[src/rtl/multicycle_control.sv]
// Multi-cycle main control FSM for the LEGv8 datapath: fetch/decode/execute/memory/write-back
// sequencing, datapath strobes, immediate-extension select, retire counter and illegal-opcode trap.
module multicycle_control #(
    parameter int CNT_W = 32
) (
    input  logic             i_clk,
    input  logic             i_rst,
    input  logic [10:0]      i_opcode,
    input  logic             i_zero,
    input  logic             i_mem_ready,
    output logic             o_PCWrite,
    output logic             o_PCSrc,
    output logic             o_IorD,
    output logic             o_MemRead,
    output logic             o_MemWrite,
    output logic             o_IRWrite,
    output logic             o_RegWrite,
    output logic             o_MemtoReg,
    output logic             o_Reg2Loc,
    output logic             o_ALUSrcA,
    output logic [1:0]       o_ALUSrcB,
    output logic [1:0]       o_ALUOp,
    output logic [1:0]       o_SEU,
    output logic [3:0]       o_state,
    output logic             o_illegal,
    output logic [CNT_W-1:0] o_retired
);

    typedef enum logic [3:0] {
        FETCH    = 4'd0,
        DECODE   = 4'd1,
        EXEC_R   = 4'd2,
        EXEC_I   = 4'd3,
        ALU_WB   = 4'd4,
        MEM_ADDR = 4'd5,
        MEM_RD   = 4'd6,
        MEM_WB   = 4'd7,
        MEM_WR   = 4'd8,
        BRANCH   = 4'd9,
        CBRANCH  = 4'd10,
        TRAP     = 4'd11
    } state_t;

    state_t           state;
    logic             illegal;
    logic [CNT_W-1:0] retired;

    logic is_r, is_i, is_ldur, is_stur, is_b, is_cbz;

    assign is_r    = (i_opcode == 11'b10001011000) || (i_opcode == 11'b11001011000) ||
                     (i_opcode == 11'b10001010000) || (i_opcode == 11'b10101010000);
    assign is_i    = (i_opcode[10:1] == 10'b1001000100) || (i_opcode[10:1] == 10'b1101000100);
    assign is_ldur = (i_opcode == 11'b11111000010);
    assign is_stur = (i_opcode == 11'b11111000000);
    assign is_b    = (i_opcode[10:5] == 6'b000101);
    assign is_cbz  = (i_opcode[10:3] == 8'b10110100);

    always_ff @(posedge i_clk or posedge i_rst) begin
        if (i_rst) begin
            state   <= FETCH;
            illegal <= 1'b0;
            retired <= '0;
        end else begin
            case (state)
                FETCH:    if (i_mem_ready) state <= DECODE;
                DECODE: begin
                    if (is_r)                   state <= EXEC_R;
                    else if (is_i)              state <= EXEC_I;
                    else if (is_ldur || is_stur) state <= MEM_ADDR;
                    else if (is_b)              state <= BRANCH;
                    else if (is_cbz)            state <= CBRANCH;
                    else begin
                        state   <= TRAP;
                        illegal <= 1'b1;
                    end
                end
                EXEC_R, EXEC_I: state <= ALU_WB;
                MEM_ADDR: state <= is_ldur ? MEM_RD : MEM_WR;
                MEM_RD:   if (i_mem_ready) state <= MEM_WB;
                MEM_WR: begin
                    if (i_mem_ready) begin
                        state   <= FETCH;
                        retired <= retired + CNT_W'(1);
                    end
                end
                ALU_WB, MEM_WB, BRANCH, CBRANCH: begin
                    state   <= FETCH;
                    retired <= retired + CNT_W'(1);
                end
                TRAP:     state <= TRAP;
                default:  state <= FETCH;
            endcase
        end
    end

    // Strobes are a decode of the current state; reset forces every output low.
    always_comb begin
        o_PCWrite  = 1'b0;
        o_PCSrc    = 1'b0;
        o_IorD     = 1'b0;
        o_MemRead  = 1'b0;
        o_MemWrite = 1'b0;
        o_IRWrite  = 1'b0;
        o_RegWrite = 1'b0;
        o_MemtoReg = 1'b0;
        o_ALUSrcA  = 1'b0;
        o_ALUSrcB  = 2'b00;
        o_ALUOp    = 2'b00;
        o_SEU      = 2'd0;
        o_Reg2Loc  = 1'b0;
        if (!i_rst) begin
            if (is_ldur || is_stur) o_SEU = 2'd1;
            else if (is_b)          o_SEU = 2'd2;
            else if (is_cbz)        o_SEU = 2'd3;
            o_Reg2Loc = is_stur || is_cbz;
            case (state)
                FETCH: begin
                    o_MemRead = 1'b1;
                    o_ALUSrcB = 2'b01;
                    o_IRWrite = i_mem_ready;
                    o_PCWrite = i_mem_ready;
                end
                DECODE:   o_ALUSrcB = 2'b11;
                EXEC_R: begin
                    o_ALUSrcA = 1'b1;
                    o_ALUOp   = 2'b10;
                end
                EXEC_I: begin
                    o_ALUSrcA = 1'b1;
                    o_ALUSrcB = 2'b10;
                    o_ALUOp   = 2'b10;
                end
                ALU_WB:   o_RegWrite = 1'b1;
                MEM_ADDR: begin
                    o_ALUSrcA = 1'b1;
                    o_ALUSrcB = 2'b10;
                end
                MEM_RD: begin
                    o_MemRead = 1'b1;
                    o_IorD    = 1'b1;
                end
                MEM_WB: begin
                    o_RegWrite = 1'b1;
                    o_MemtoReg = 1'b1;
                end
                MEM_WR: begin
                    o_MemWrite = 1'b1;
                    o_IorD     = 1'b1;
                end
                BRANCH: begin
                    o_PCWrite = 1'b1;
                    o_PCSrc   = 1'b1;
                end
                CBRANCH: begin
                    o_ALUSrcA = 1'b1;
                    o_ALUOp   = 2'b01;
                    o_PCSrc   = 1'b1;
                    o_PCWrite = i_zero;
                end
                default: ;
            endcase
        end
    end

    assign o_state   = state;
    assign o_illegal = illegal;
    assign o_retired = retired;

endmodule

[config.mk]
export PLATFORM = sky130hd
export DESIGN_NAME = multicycle_control
export DESIGN_NICKNAME = d
export VERILOG_FILES = /design/src/rtl/multicycle_control.sv
export SDC_FILE = /design/constraint.sdc
export NUM_CORES = 1
export LEC_CHECK = 0
export CELL_PAD_IN_SITES_DETAIL_PLACEMENT = 1
export CELL_PAD_IN_SITES_GLOBAL_PLACEMENT = 1
export CORE_MARGIN = 5
export CORE_UTILIZATION = 50
export DETAILED_ROUTE_END_ITERATION = 8
export DONT_BUFFER_PORTS = 1
export GPL_TIMING_DRIVEN = 0
export HOLD_SLACK_MARGIN = 0.06
export PLACE_DENSITY_LB_ADDON = 0.1
export SLEW_MARGIN = 20
export SYNTH_ARGS = -nofsm -noshare
export SYNTH_HDL_FRONTEND = slang
export SYNTH_SLANG_ARGS = --single-unit
[constraint.sdc]
create_clock -name i_clk -period 4.7 [get_ports i_clk]
set_input_delay 0.705 -clock i_clk [delete_from_list [all_inputs] [get_ports i_clk]]
set_output_delay 0.705 -clock i_clk [all_outputs]
set_load 0.05 [all_outputs]
## After elaboration in Yosys (flattened, before gate mapping)

Cells that the tools add are included.

- Equality and inequality tests: 24
- Mux-type cells: 39
- Add/subtract/negate cells: 1
- Bitwise gates (word level): 5
- Reduce and logical (&&, ||, !) cells: 19

Operators by type and width:

| cell | number |
|---|---|
| $eq A11 B11 Y1 const B | 6 |
| $pmux W32 S2 | 1 |
| $add A32 B1 Y32 const B | 1 |
| $mux W32 | 1 |
| $mux W4 | 7 |
| $pmux W4 S7 | 1 |
| $eq A10 B10 Y1 const B | 2 |
| $mux W1 | 19 |
| $eq A4 B3 Y1 const B | 4 |
| $eq A4 B4 Y1 const B | 4 |
| $mux W2 | 7 |
| $reduce_or A2 Y1 | 6 |
| $eq A4 B2 Y1 const B | 2 |
| $eq A8 B8 Y1 const B | 1 |
| $reduce_or A4 Y1 | 2 |
| $eq A6 B3 Y1 const B | 1 |
| $logic_or A1 B1 Y1 | 6 |
| $ne A2 B2 Y1 const B | 3 |
| $pmux W2 S3 | 1 |
| $reduce_and A6 Y1 | 1 |
| $not A1 Y1 | 5 |
| $eq A4 B1 Y1 const B | 1 |
| $logic_not A4 Y1 | 1 |
| $pmux W2 S2 | 1 |
| 4 further kinds | 4 |

- Logic and storage cells: 91
- Output and inout port bits: 53
- Input port bits: 15
- Register bits: 37

## Depth between registers and ports, before layout

Gate-level depths: netlist of run 1.

- Word-level depth: 7
- Depth in mapped cells: 7
- Gate-level depth less buffers: 5

## Least setup slack after synthesis of run 1

OpenSTA, ideal clock, no wires.

- Path kind: flip-flop to output port
- Start: register state[1], in the netlist o_state[1]
- End: output o_MemRead
- Path buffers: 2
- Stages on the path, launching flop included: 5
- Arrival time: 3.648 ns
- Setup slack: 0.347 ns
- Path through: dfrtp_1 -> buf_6 -> clkbuf_1 -> nand2_1 -> a2111oi_0

- Longest elaborated chain between the ends: 4
- Elaborated cells between the ends (all ways): 5
- Those cells by class: 1 x eq/ne; 2 x mux; 2 x reduce/logical

Ends and longest elaborated chain:

| element | RTL line | RTL |
|---|---|---|
| start, declared | 44 | `state_t state;` |
| start signal, assigned | 78 | `MEM_ADDR: state <= is_ldur ? MEM_RD : MEM_WR;` |
| $eq A4 B3 Y1 / $logic_not A4 Y1 (equally long branches) | 116 | `case (state)` |
| $reduce_or A2 Y1 (no line) (*) | -- |  |
| $mux W1 (*) | 116 |  |
| $mux W1 (*) | 111 | `if (!i_rst) begin` |
| end, declared | 14 | `output logic o_MemRead,` |

Every way passes the cells marked *; elsewhere a longest branch is shown, timed or not.

## Worst setup path in the final report of run 1

- Start: register state[1], in the netlist o_state[1]
- End: output o_ALUSrcA

- Longest elaborated chain between the ends: 4
- Elaborated cells between the ends (all ways): 7
- Those cells by class: 4 x eq/ne; 2 x mux; 1 x reduce/logical

Ends and longest elaborated chain:

| element | RTL line | RTL |
|---|---|---|
| $eq A4 B4 Y1, or another cell as far along | 116 |  |
| $reduce_or A4 Y1 (no line) (*) | -- |  |
| $mux W1 (*) | 116 |  |
| $mux W1 (*) | 111 |  |
| end, declared | 20 | `output logic o_ALUSrcA,` |

Marked as above.

==> impl_results.md, run 1 <==
* Chip width at 74.5 um
* Vias at 1721
* Diode insertion count for antenna repair at 0
* Total I/O pin count at 68
* Top FF cell, synth: dfrtp_1
* First-pass iteration count of the detailed router at 4
* Cell total after placement at 270
* Placed wire-length estimate after detailed placement at 4.13 mm
* Synthesis Warnings at 0
* Leakage at 0.896 nW
* Final Hold Vio Count at 0
* Die area at 0.00555 mm^2
* Fraction of the yosys area taken by sequential cells at 0.445
* Post-synth cell types at 43
* Startpoint class of the critical path: register
* Post-synthesis share of cell area spent on full adders, half adders and majority gates at 0.00602
* Via count of the first global-routing pass at 1807
* PostCTS Resize Cnt at 0
* Outcome: complete, no violations
* Max rail drop VDD at 0.409 mV
* Part of the cycle the worst path needs at 0.697
* Number of nets produced by synthesis at 234
* Number of buffers between clock root and the deepest sink at 2
* Total Negative Setup Slacks at 0 ns
* DR iter-0 viols at 101
* Number of enable-type register cells in the synthesized netlist at 0
* Antenna violation net count after detailed routing at 0
* Critical Path Sink Type: output port
* Post-route met1 wirelength at 2.32 mm
* Final clock skew at 0.00800 ns
* Synth Register Bits at 37
* Minimum clock period at 3.28 ns
* Share of flip-flops with an asynchronous set or reset after synthesis at 1.00
* Aggregate global routing overflow at 0
* CTS Root Cell: clkbuf_8
* RSZ-0062 raised after global routing: false
* Simple-gate area share of the yosys netlist at 0.295
* Sinks on the clock net at 37
* Avg Synthesized Cell Area at 9.54 um^2
* Hold Buf Count CTS at 0
* Total length of routed wires at 5.49 mm
* Number of max-slew violations in the final report at 0
* Slew of the pin with the lowest slew margin at 0.887 ns
* Critical Path AT at 2.57 ns
* Cell accounting for the most synthesized area: dfrtp_1
* Post-CTS setup buffer count at 0
* Min-delay worst type: in2reg
* Fraction of layout cells with a size suffix above 1 at 0.123
* Tightest slew margin relative to the limit at 0.407
* Category of the critical setup timing path: reg2out
* Setup-failing EPs final at 0
* H-tree depth reported by CTS at 2
* Source of the worst register-to-register timing path: o_state[1]$_DFFE_PP0P_
* Dominant combinational cell family by area after synthesis: simple AND/OR/NAND/NOR gates
* Number of port buffers at 0
* Netlist area before placement at 0.00208 mm^2
* Weighted congestion reported at the end of routability-driven placement at 0.864
* Total DRC errors in the routed layout at 0
* Clock transition at the registers of the reported paths at 0.07 ns
* Highest routed metal layer: met4
* Most used standard cells in the synthesized netlist: dfrtp_1 (37), nor2_1 (22), nand2_1 (20), xnor2_1 (19), nand3_1 (17)
* Cell types with the largest area share after synthesis: dfrtp_1 (45%), xnor2_1 (8.0%), xor2_1 (5.1%)
* Wire length on met3 at 409 um
* Routed len/inst at 19.8 um
* Synthesized netlist cell count at 218
* CP max FO at 10
* Wire length of the first global-routing pass at 8.91 mm
* Fraction of synthesized cell area taken by the top area cell type at 0.445
* Pwr/cell area at 530 mW/mm^2
* Total track usage at 0.209
* Compound-Gate Fraction of Synth Area at 0.0632
* Initial core utilization at 0.516
* Critical hold path startpoint: i_opcode[1]
* Initial antenna violation count at 0
* Critical Path RT at 3.99 ns
* Nets at 243
* Routed vias/inst at 6.19
* TritonCTS clock tree: yes
* Filler-free cell count of the finished design at 278
* Std cell rows at 23
* Most frequent cell after synthesis: dfrtp_1
* Largest net degree at the start of global routing at 39
* Number of maximum-capacitance constraint violations at 0
* Parity-gate share of the synthesized area counting xor and xnor cells at 0.138
* Area growth from synthesis to final layout at 10.8%
* Highest achievable clock rate at 0.305 GHz
* Routed length on met2 at 2.74 mm
* Insertion delay to the later sink of the worst-skew pair at 0.29 ns
* Mux cell area share after synthesis at 0.0150
* Fill count at 458
* Die boundary height at 74.5 um
* Core box area at 0.00403 mm^2
* Critical Path Start: o_state[1]$_DFFE_PP0P_
* Inserted Clock Buffers at 5
## stage by stage
| stage | setup WS [ns] | power [mW] | hold WS, ns | util | area [um^2] |
|---|---|---|---|---|---|
| after floorplan | 0.347 | 0.846 | 0.764 | - | 2080 |
| after global placement | 0.109 | 0.909 | 0.802 | 0.532 | 2140 |
| after detailed placement | 1.72 | 0.940 | 0.807 | 0.542 | 2180 |
| after CTS | 1.44 | 1.23 | 0.653 | 0.572 | 2300 |
| after global routing | 1.28 | 1.29 | 0.674 | 0.572 | 2300 |
| final | 1.42 | 1.22 | 0.657 | 0.572 | 2300 |
## registers in the layout (all words and copies together), names as in the netlist
name       flops
o_illegal      1
o_retired     32
o_state        4
## layout make-up
cell class / instances / area [um^2] / share of cell area
plain buffers: 8 / 53.8 / 0.0233
flip-flops and latches: 37 / 926 / 0.402
clock buffers: 6 / 82.6 / 0.0358
multi-input cells: 167 / 1100 / 0.479
inverters: 6 / 22.5 / 0.00977
clock inverters: 2 / 37.5 / 0.0163
well taps: 50 / 62.6 / 0.0271
repair buffers: 2 / 15.0 / 0.00651
## critical path, stage by stage, from the launching register on
cell      delay [ns]
dfrtp_1         0.65
buf_6           0.21
clkbuf_1        0.37
nand2_1         0.15
o22a_1          0.23
nor2_1          0.67
## cells in the final DEF (no fill, tap or decap), types with 5 or more instances in the layout
| cell | n |
|---|---|
| dfrtp_1 | 37 |
| nor2_1 | 22 |
| nand2_1 | 20 |
| xnor2_1 | 19 |
| nand3_1 | 17 |
| and3_1 | 14 |
| xor2_1 | 12 |
| nand4_1 | 9 |
| nor3_1 | 6 |
| clkbuf_8 | 6 |
| inv_1 | 5 |
| o21ai_0 | 5 |
## layer usage
metal  track usage  up-vias
met3        0.0635        2
met4        0.0395        0
met1         0.262      879
met5             0        -
met2         0.358       51
li1              -      789
## path summary, 6_finish.rpt
path	end	slack, ns	cells past startpoint
max	o_ALUSrcA	1.42	5
min	o_state[3]$_DFFE_PP0P_	0.66	2
max reg2reg	o_retired[26]$_DFFE_PP0P_	2.23	7
min reg2reg	o_illegal$_DFFE_PP0P_	0.82	1
max in group asynchronous	o_state[1]$_DFFE_PP0P_	3.40	2
min in group asynchronous	o_retired[31]$_DFFE_PP0P_	0.81	2
## logic make-up (layout without fill, tap and decap cells)
family	after synthesis	after routing
multiplexers	3	3
AND/OR/NAND/NOR	112	112
buffers and inverters	14	24
flip-flops	37	37
XOR/XNOR	32	32
AO/OA/AOI/OAI	19	19
adder cells (fa/ha/maj)	1	1
## where the power goes
group          total [mW]  internal (mW)  switching (mW)
logic               0.395          0.127           0.269
registers           0.541          0.354           0.188
clock network       0.285          0.172           0.112
total                1.22          0.653           0.568
Note: power is estimated with default switching activity, not from simulation.
==> run 2, diff against run 1 <==
--- a/config.mk
+++ b/config.mk
@@ -8,7 +8,7 @@
 export CELL_PAD_IN_SITES_DETAIL_PLACEMENT = 1
 export CELL_PAD_IN_SITES_GLOBAL_PLACEMENT = 1
 export CORE_MARGIN = 5
-export CORE_UTILIZATION = 50
+export CORE_UTILIZATION = 42
 export DETAILED_ROUTE_END_ITERATION = 8
 export DONT_BUFFER_PORTS = 1
 export GPL_TIMING_DRIVEN = 0
==> constraint.sdc (replaced) <==
create_clock -name i_clk -period 2.86 [get_ports i_clk]
set_input_delay 0.429 -clock i_clk [delete_from_list [all_inputs] [get_ports i_clk]]
set_output_delay 0.429 -clock i_clk [all_outputs]
set_load 0.05 [all_outputs]
==> run 2 against run 1 <==
Against the previous run: routed wire length fell by 2.5%; clock skew is 0.0016 ns lower; die area grew 16%; sequential cell count stayed put; first-iteration DRC count down 39%; register-to-register slack got worse by 1.9 ns; design area decreased by 0.11%; power is 55% higher; global-route usage shrank 3.0 points; critical endpoint is now o_IRWrite; non-clock buffer count fell by 3; hold slack lost 0.27 ns; worst setup slack got worse by 1.3 ns.
==> impl_results.md, run 2 (same netlist as run 1, synthesis figures left out) <==
* Outcome: complete, no violations
* Number of port buffers at 0 (unchanged)
* Number of flip-flops in the largest register at 32 (unchanged)
* Die area at 0.00646 mm^2 (+16%)
* Hold Buf Count CTS at 0 (unchanged)
* Via count of the first global-routing pass at 1846 (+2.2%)
* Fill count at 581 (+27%)
* Number of buffers between clock root and the deepest sink at 2 (unchanged)
* Initial antenna violation count at 0 (unchanged)
* Area growth from synthesis to final layout at 10.7%
* Routed length on met2 at 2.71 mm (-1.3%)
* Insertion delay to the later sink of the worst-skew pair at 0.28 ns (about the same)
* Part of the cycle the worst path needs at 0.950
* Critical Path, Cell by Cell: clkbuf_2 -> nor4_4 -> and3_2
* Post-route met1 wirelength at 2.21 mm (-4.8%)
* Number of buffer and inverter instances along the worst setup path at 1 (-1)
* Leakage at 0.866 nW (-3.3%)
* Final Hold Vio Count at 0 (unchanged)
* Startpoint class of the critical path: register
* Fraction of layout cells with a size suffix above 1 at 0.143 (+0.0207)
* Die boundary height at 80.4 um (+7.9%)
* Largest net degree at the start of global routing at 39 (unchanged)
* Aggregate global routing overflow at 0 (unchanged)
* RSZ-0062 raised after global routing: false
* Slew of the pin with the lowest slew margin at 0.902 ns (+0.0152 ns)
* Chip width at 80.4 um (+7.9%)
* Total track usage at 0.178 (-0.0302)
* Worst reg-to-reg setup slack at 0.32 ns (-1.91 ns)
* Total length of routed wires at 5.36 mm (-2.5%)
* Min-delay worst type: in2reg
* Highest achievable clock rate at 0.368 GHz
* Initial core utilization at 0.437 (-0.0788)
* Weighted congestion reported at the end of routability-driven placement at 0.806 (-6.7%)
* Highest routed metal layer: met4
* First-pass iteration count of the detailed router at 4 (unchanged)
* Routed vias/inst at 5.89 (-4.9%)
* Sinks on the clock net at 37 (unchanged)
* Antenna violation net count after detailed routing at 0 (unchanged)
* Nets at 240 (-1.2%)
* Number of maximum-capacitance constraint violations at 0 (unchanged)
* Routed len/inst at 18.5 um (-6.5%)
* DR iter-0 viols at 62 (-39%)
* Critical Path AT at 2.29 ns (-0.28 ns)
* Pwr Total at 1.90 mW (+55%)
* Minimum clock period at 2.72 ns
* Diode insertion count for antenna repair at 0 (unchanged)
* Placed wire-length estimate after detailed placement at 4.09 mm (-0.98%)
* Dominant delay contributor by cell family on the critical path: simple AND/OR/NAND/NOR gates
* CTS Root Cell: clkbuf_8
* Wire length on met3 at 368 um (-10%)
* Critical Path RT at 2.43 ns (-1.56 ns)
* Total I/O pin count at 68 (unchanged)
* Pwr/cell area at 825 mW/mm^2 (+56%)
* Most frequent cells in the layout: dfrtp_1 (34), nand2_1 (20), xnor2_1 (19), nor2_1 (19), nand3_1 (17)
* Core Util, Final at 0.484 (-0.0878)
* Critical Path Sink Type: output port
* Setup-failing EPs final at 0 (unchanged)
* Sequential share of power at 0.476 (+0.033)
* Total DRC errors in the routed layout at 0 (unchanged)
* Cell internal pwr at 0.954 mW (+46%)
* Vias at 1708 (-0.76%)
* Std cell rows at 25 (+8.7%)
* Category of the critical setup timing path: reg2out
* Number of max-slew violations in the final report at 0 (unchanged)
* CP max FO at 10 (unchanged)
* TritonCTS clock tree: yes
* Power dissipated by switching net loads at 0.945 mW (+66%)
* Max rail drop VDD at 0.495 mV (+21%)
* Clock share of power at 0.174 (-0.059)
* Filler-free cell count of the finished design at 290 (+4.3%)
* Net Sw Frac at 0.498 (+0.0323)
* Cell total after placement at 285 (+5.6%)
* Core box area at 0.00475 mm^2 (+18%)
* Most common library cell in the layout ignoring fill and taps: dfrtp_1
* Slowest stage delay, CP at 0.73 ns (+0.06 ns)
* Clock transition at the registers of the reported paths at 0.07 ns (about the same)
* Inserted Clock Buffers at 5 (unchanged)
* Tightest slew margin relative to the limit at 0.397 (-0.0102)
* Final clock skew at 0.00640 ns (-0.00160 ns)
* Combinational share of power at 0.350 (+0.026)
* Wire length of the first global-routing pass at 9.03 mm (+1.3%)
* CP max stage cell: nor4_4
* H-tree depth reported by CTS at 2 (unchanged)
## run 2: cell count changes in the layout (fill, tap and decap cells not counted), sizes merged
| cell | previous run | this run |
|---|---|---|
| buf | 6 | 4 |
| bufinv | 1 | 0 |
| clkbuf | 10 | 8 |
| clkinv | 0 | 1 |
| clkinvlp | 1 | 0 |
## run 2: path summary, 6_finish.rpt
kind / from / end / cells after the start
max in group asynchronous: i_rst / o_state[1]$_DFFE_PP0P_ / 2
hold / removal: i_opcode[1] / o_state[3]$_DFFE_PP0P_ / 2
setup / recovery: o_state[2]$_DFFE_PP0P_ / o_IRWrite / 3
hold reg to reg: o_illegal$_DFFE_PP0P_ / o_illegal$_DFFE_PP0P_ / 1
setup reg to reg: o_state[0]$_DFFE_PP0P_ / o_retired[13]$_DFFE_PP0P_ / 7
min in group asynchronous: i_rst / o_retired[0]$_DFFE_PP0P_ / 2
## run 2: per-stage QoR
stage | setup TNS (ns) | hold WS, ns | instance area, um^2 | setup slack [ns]
after floorplan | 0 | 0.648 | 2100 | 0.0245
after global placement | -0.373 | 0.679 | 2180 | -0.177
after detailed placement | 0 | 0.677 | 2210 | 0.0586
after CTS | 0 | 0.379 | 2300 | 0.0473
after global routing | 0 | 0.383 | 2300 | 0.0171
final | 0 | 0.388 | 2300 | 0.142
## run 2: layer usage
metal / track usage / vias up
li1: - / 781
met1: 0.218 / 867
met2: 0.300 / 52
met3: 0.0605 / 8
met4: 0.0473 / 0
met5: 0 / -
## run 2: power by group through the flow
stage               Combinational, mW  Sequential, mW  Clock [mW]
detailed placement              0.652           0.910           0
CTS                             0.667           0.902       0.344
global placement                0.614           0.906           0
global route                    0.725           0.917       0.367
finish                          0.665           0.903       0.331
floorplan                       0.535           0.879           0
## run 2: layout make-up
| type | instances | area (um^2) | share of cell area |
|---|---|---|---|
| tap | 67 | 83.8 | 0.0364 |
| clock buffer | 5 | 68.8 | 0.0299 |
| clock inverter | 1 | 5.00 | 0.00217 |
| sequential | 37 | 930 | 0.404 |
| multi-input combinational | 167 | 1140 | 0.496 |
| inverter | 6 | 22.5 | 0.00978 |
| buffer | 7 | 51.3 | 0.0223 |
## run 2: repair_timing
| item | 4_1_cts | 5_1_grt |
|---|---|---|
| setup buffers | 0 | 0 |
| endpoints found under the setup margin | 8 | 4 |
| pin swaps | 2 | 1 |
| gates resized for setup | 7 | 3 |
## run 2: worst register-to-register path, delay by kind of cell, from the launching register on
| kind | cells | cell delay, ns |
|---|---|---|
| AOI/OAI and AO/OA | 1 | 0.51 |
| buffers and inverters | 2 | 0.57 |
| xor gates and xnor gates | 2 | 0.35 |
| DFF | 1 | 0.66 |
| and+or+nand+nor | 2 | 0.31 |
==> run 3, diff against run 2 <==
--- a/config.mk
+++ b/config.mk
@@ -11,7 +11,6 @@
 export CORE_UTILIZATION = 42
 export DETAILED_ROUTE_END_ITERATION = 8
 export DONT_BUFFER_PORTS = 1
-export GPL_TIMING_DRIVEN = 0
 export HOLD_SLACK_MARGIN = 0.06
 export PLACE_DENSITY_LB_ADDON = 0.1
 export SLEW_MARGIN = 20
==> run 3 against run 2 <==
Against the previous run: critical path depth is 1 higher; non-clock buffer count is 24 higher; power up 1.9%; final cell count grew 8.3%; sequential cell count did not move; core utilization is 2.9 points higher; combinational power is 32% higher; clock skew down 0.0016 ns; routed wire length is 3.1% higher; hold slack got worse by 0.23 ns; worst setup slack better by 0.28 ns; critical endpoint is now o_MemRead.
==> impl_results.md, run 3 (same netlist as run 1, synthesis figures left out) <==
* Tightest slew margin relative to the limit at 0.589 (+0.192)
* Chip width at 80.4 um (unchanged)
* Initial core utilization at 0.437 (unchanged)
* Highest achievable clock rate at 0.411 GHz (+12%)
* Number of port buffers at 0 (unchanged)
* Cell internal pwr at 1.01 mW (+5.7%)
* Inserted Clock Buffers at 5 (unchanged)
* Die boundary height at 80.4 um (unchanged)
* Fraction of layout cells with a size suffix above 1 at 0.194 (+0.0508)
* Critical Path Sink Type: output port
* Largest net degree at the start of global routing at 38 (-2.6%)
* Std cell rows at 25 (unchanged)
* Wire length of the first global-routing pass at 9.29 mm (+2.9%)
* Core Util, Final at 0.514 (+0.0295)
* Sequential share of power at 0.375 (-0.101)
* Aggregate global routing overflow at 0 (unchanged)
* Most common library cell in the layout ignoring fill and taps: dfrtp_1
* Final Worst Setup Slack at 0.427 ns (+0.285 ns)
* Via count of the first global-routing pass at 1826 (-1.1%)
* CP max stage cell: dfrtp_1
* Setup-failing EPs final at 0 (unchanged)
* Weighted congestion reported at the end of routability-driven placement at 0.821 (+1.9%)
* Power dissipated by switching net loads at 0.926 mW (-2.0%)
* Minimum clock period at 2.43 ns (-0.285 ns)
* Clock transition at the registers of the reported paths at 0.07 ns (about the same)
* Routed len/inst at 17.6 um (-4.7%)
* Leakage at 1.00 nW (+16%)
* Max rail drop VDD at 0.545 mV (+10%)
* CTS Root Cell: clkbuf_8
* Diode insertion count for antenna repair at 0 (unchanged)
* Die area at 0.00646 mm^2 (unchanged)
* Pwr/cell area at 792 mW/mm^2 (-4.0%)
* Min Hold Slack at 0.161 ns (-0.227 ns)
* Net Sw Frac at 0.479 (-0.0188)
* Hold Buf Count CTS at 0 (unchanged)
* Number of max-slew violations in the final report at 0 (unchanged)
* Total DRC errors in the routed layout at 0 (unchanged)
* Number of buffers between clock root and the deepest sink at 2 (unchanged)
* Final Hold Vio Count at 0 (unchanged)
* Insertion delay to the later sink of the worst-skew pair at 0.28 ns (about the same)
* Post-CTS setup buffer count at 0 (unchanged)
* Core box area at 0.00475 mm^2 (unchanged)
* Filler-free cell count of the finished design at 314 (+8.3%)
* Startpoint class of the critical path: register
* Dominant delay contributor by cell family on the critical path: buffers and inverters
* Outcome: complete, no violations
* Instance area after placement at 0.00237 mm^2 (+7.1%)
* Library cell appearing most often on the critical path: buf_4
* Total I/O pin count at 68 (unchanged)
* Routed vias/inst at 5.59 (-5.0%)
* Final clock skew at 0.00482 ns (-0.00158 ns)
* Placed wire-length estimate after detailed placement at 4.24 mm (+3.6%)
* CP max FO at 10 (unchanged)
* DP Worst Slack at 0.574 ns (+0.516 ns)
* Critical Path AT at 2.00 ns (-0.29 ns)
* Min-delay worst type: in2async
* Slowest stage delay, CP at 0.47 ns (-0.26 ns)
* First-pass iteration count of the detailed router at 4 (unchanged)
* Total track usage at 0.185 (+0.00682)
* Number of maximum-capacitance constraint violations at 0 (unchanged)
* TritonCTS clock tree: yes
* Number of flip-flops in the largest register at 32 (unchanged)
* Pwr Total at 1.93 mW (+1.9%)
* Category of the critical setup timing path: reg2out
* Area growth from synthesis to final layout at 17.4%
* Combinational share of power at 0.454 (+0.104)
* Nets at 264 (+10%)
* Critical Path, Cell by Cell: buf_4 -> or2_2 -> a2111oi_2 -> buf_4
* Total Negative Setup Slacks at 0 ns (unchanged)
* Critical Path RT at 2.43 ns (about the same)
* RSZ-0062 raised after global routing: false
* DR iter-0 viols at 99 (+60%)
* Most frequent cells in the layout: dfrtp_1 (37), buf_4 (31), nor2_1 (22)
* PostCTS Resize Cnt at 0 (-7)
* Antenna violation net count after detailed routing at 0 (unchanged)
* Clock share of power at 0.170 (-0.004)
* H-tree depth reported by CTS at 2 (unchanged)
* Final design instance area without fill at 0.00244 mm^2 (+6.1%)
* Part of the cycle the worst path needs at 0.851 (-0.0996)
* Sinks on the clock net at 37 (unchanged)
* Cell total after placement at 308 (+8.1%)
* Slew of the pin with the lowest slew margin at 0.617 ns (-0.285 ns)
* Vias at 1756 (+2.8%)
* Total length of routed wires at 5.53 mm (+3.1%)
* Number of buffer and inverter instances along the worst setup path at 2 (+1)
* Initial antenna violation count at 0 (unchanged)
==> run 3: cell type report <==
type | instances | area (um^2)
flip-flops and latches | 37 | 926
repair buffers | 31 | 233
fillers | 556 | 2310
inverters | 6 | 22.5
clock inverters | 1 | 5.00
multi-input cells | 167 | 1100
well taps | 67 | 83.8
clock buffers | 5 | 68.8
==> run 3: layer usage <==
metal	wire length (um)	global-route usage	up-vias
met2	2760	0.302	47
met1	2340	0.229	871
met3	370	0.0650	6
met5	0	0	-
met4	59	0.0574	0
li1	-	-	832
==> run 3: path summary, 6_finish.rpt <==
| check | from | endpoint | slack [ns] | depth (start not counted) |
|---|---|---|---|---|
| setup / recovery | o_state[1]$_DFFE_PP0P_ | o_MemRead | 0.43 | 4 |
| hold / removal | i_rst | o_retired[10]$_DFFE_PP0P_ | 0.16 | 2 |
| setup reg to reg | o_retired[0]$_DFFE_PP0P_ | o_retired[28]$_DFFE_PP0P_ | 0.56 | 5 |
| hold reg to reg | o_state[3]$_DFFE_PP0P_ | o_state[2]$_DFFE_PP0P_ | 0.60 | 1 |
| max in group asynchronous | i_rst | o_retired[7]$_DFFE_PP0P_ | 2.36 | 2 |
| min in group i_clk | i_opcode[1] | o_state[3]$_DFFE_PP0P_ | 0.38 | 2 |
==> run 3: power groups by stage <==
stage	combinational, mW	clock, mW	sequential (mW)
after detailed placement	0.884	0	0.737
after floorplan	0.535	0	0.879
after global routing	0.954	0.375	0.736
after global placement	0.865	0	0.731
final	0.879	0.330	0.726
after CTS	0.886	0.342	0.726
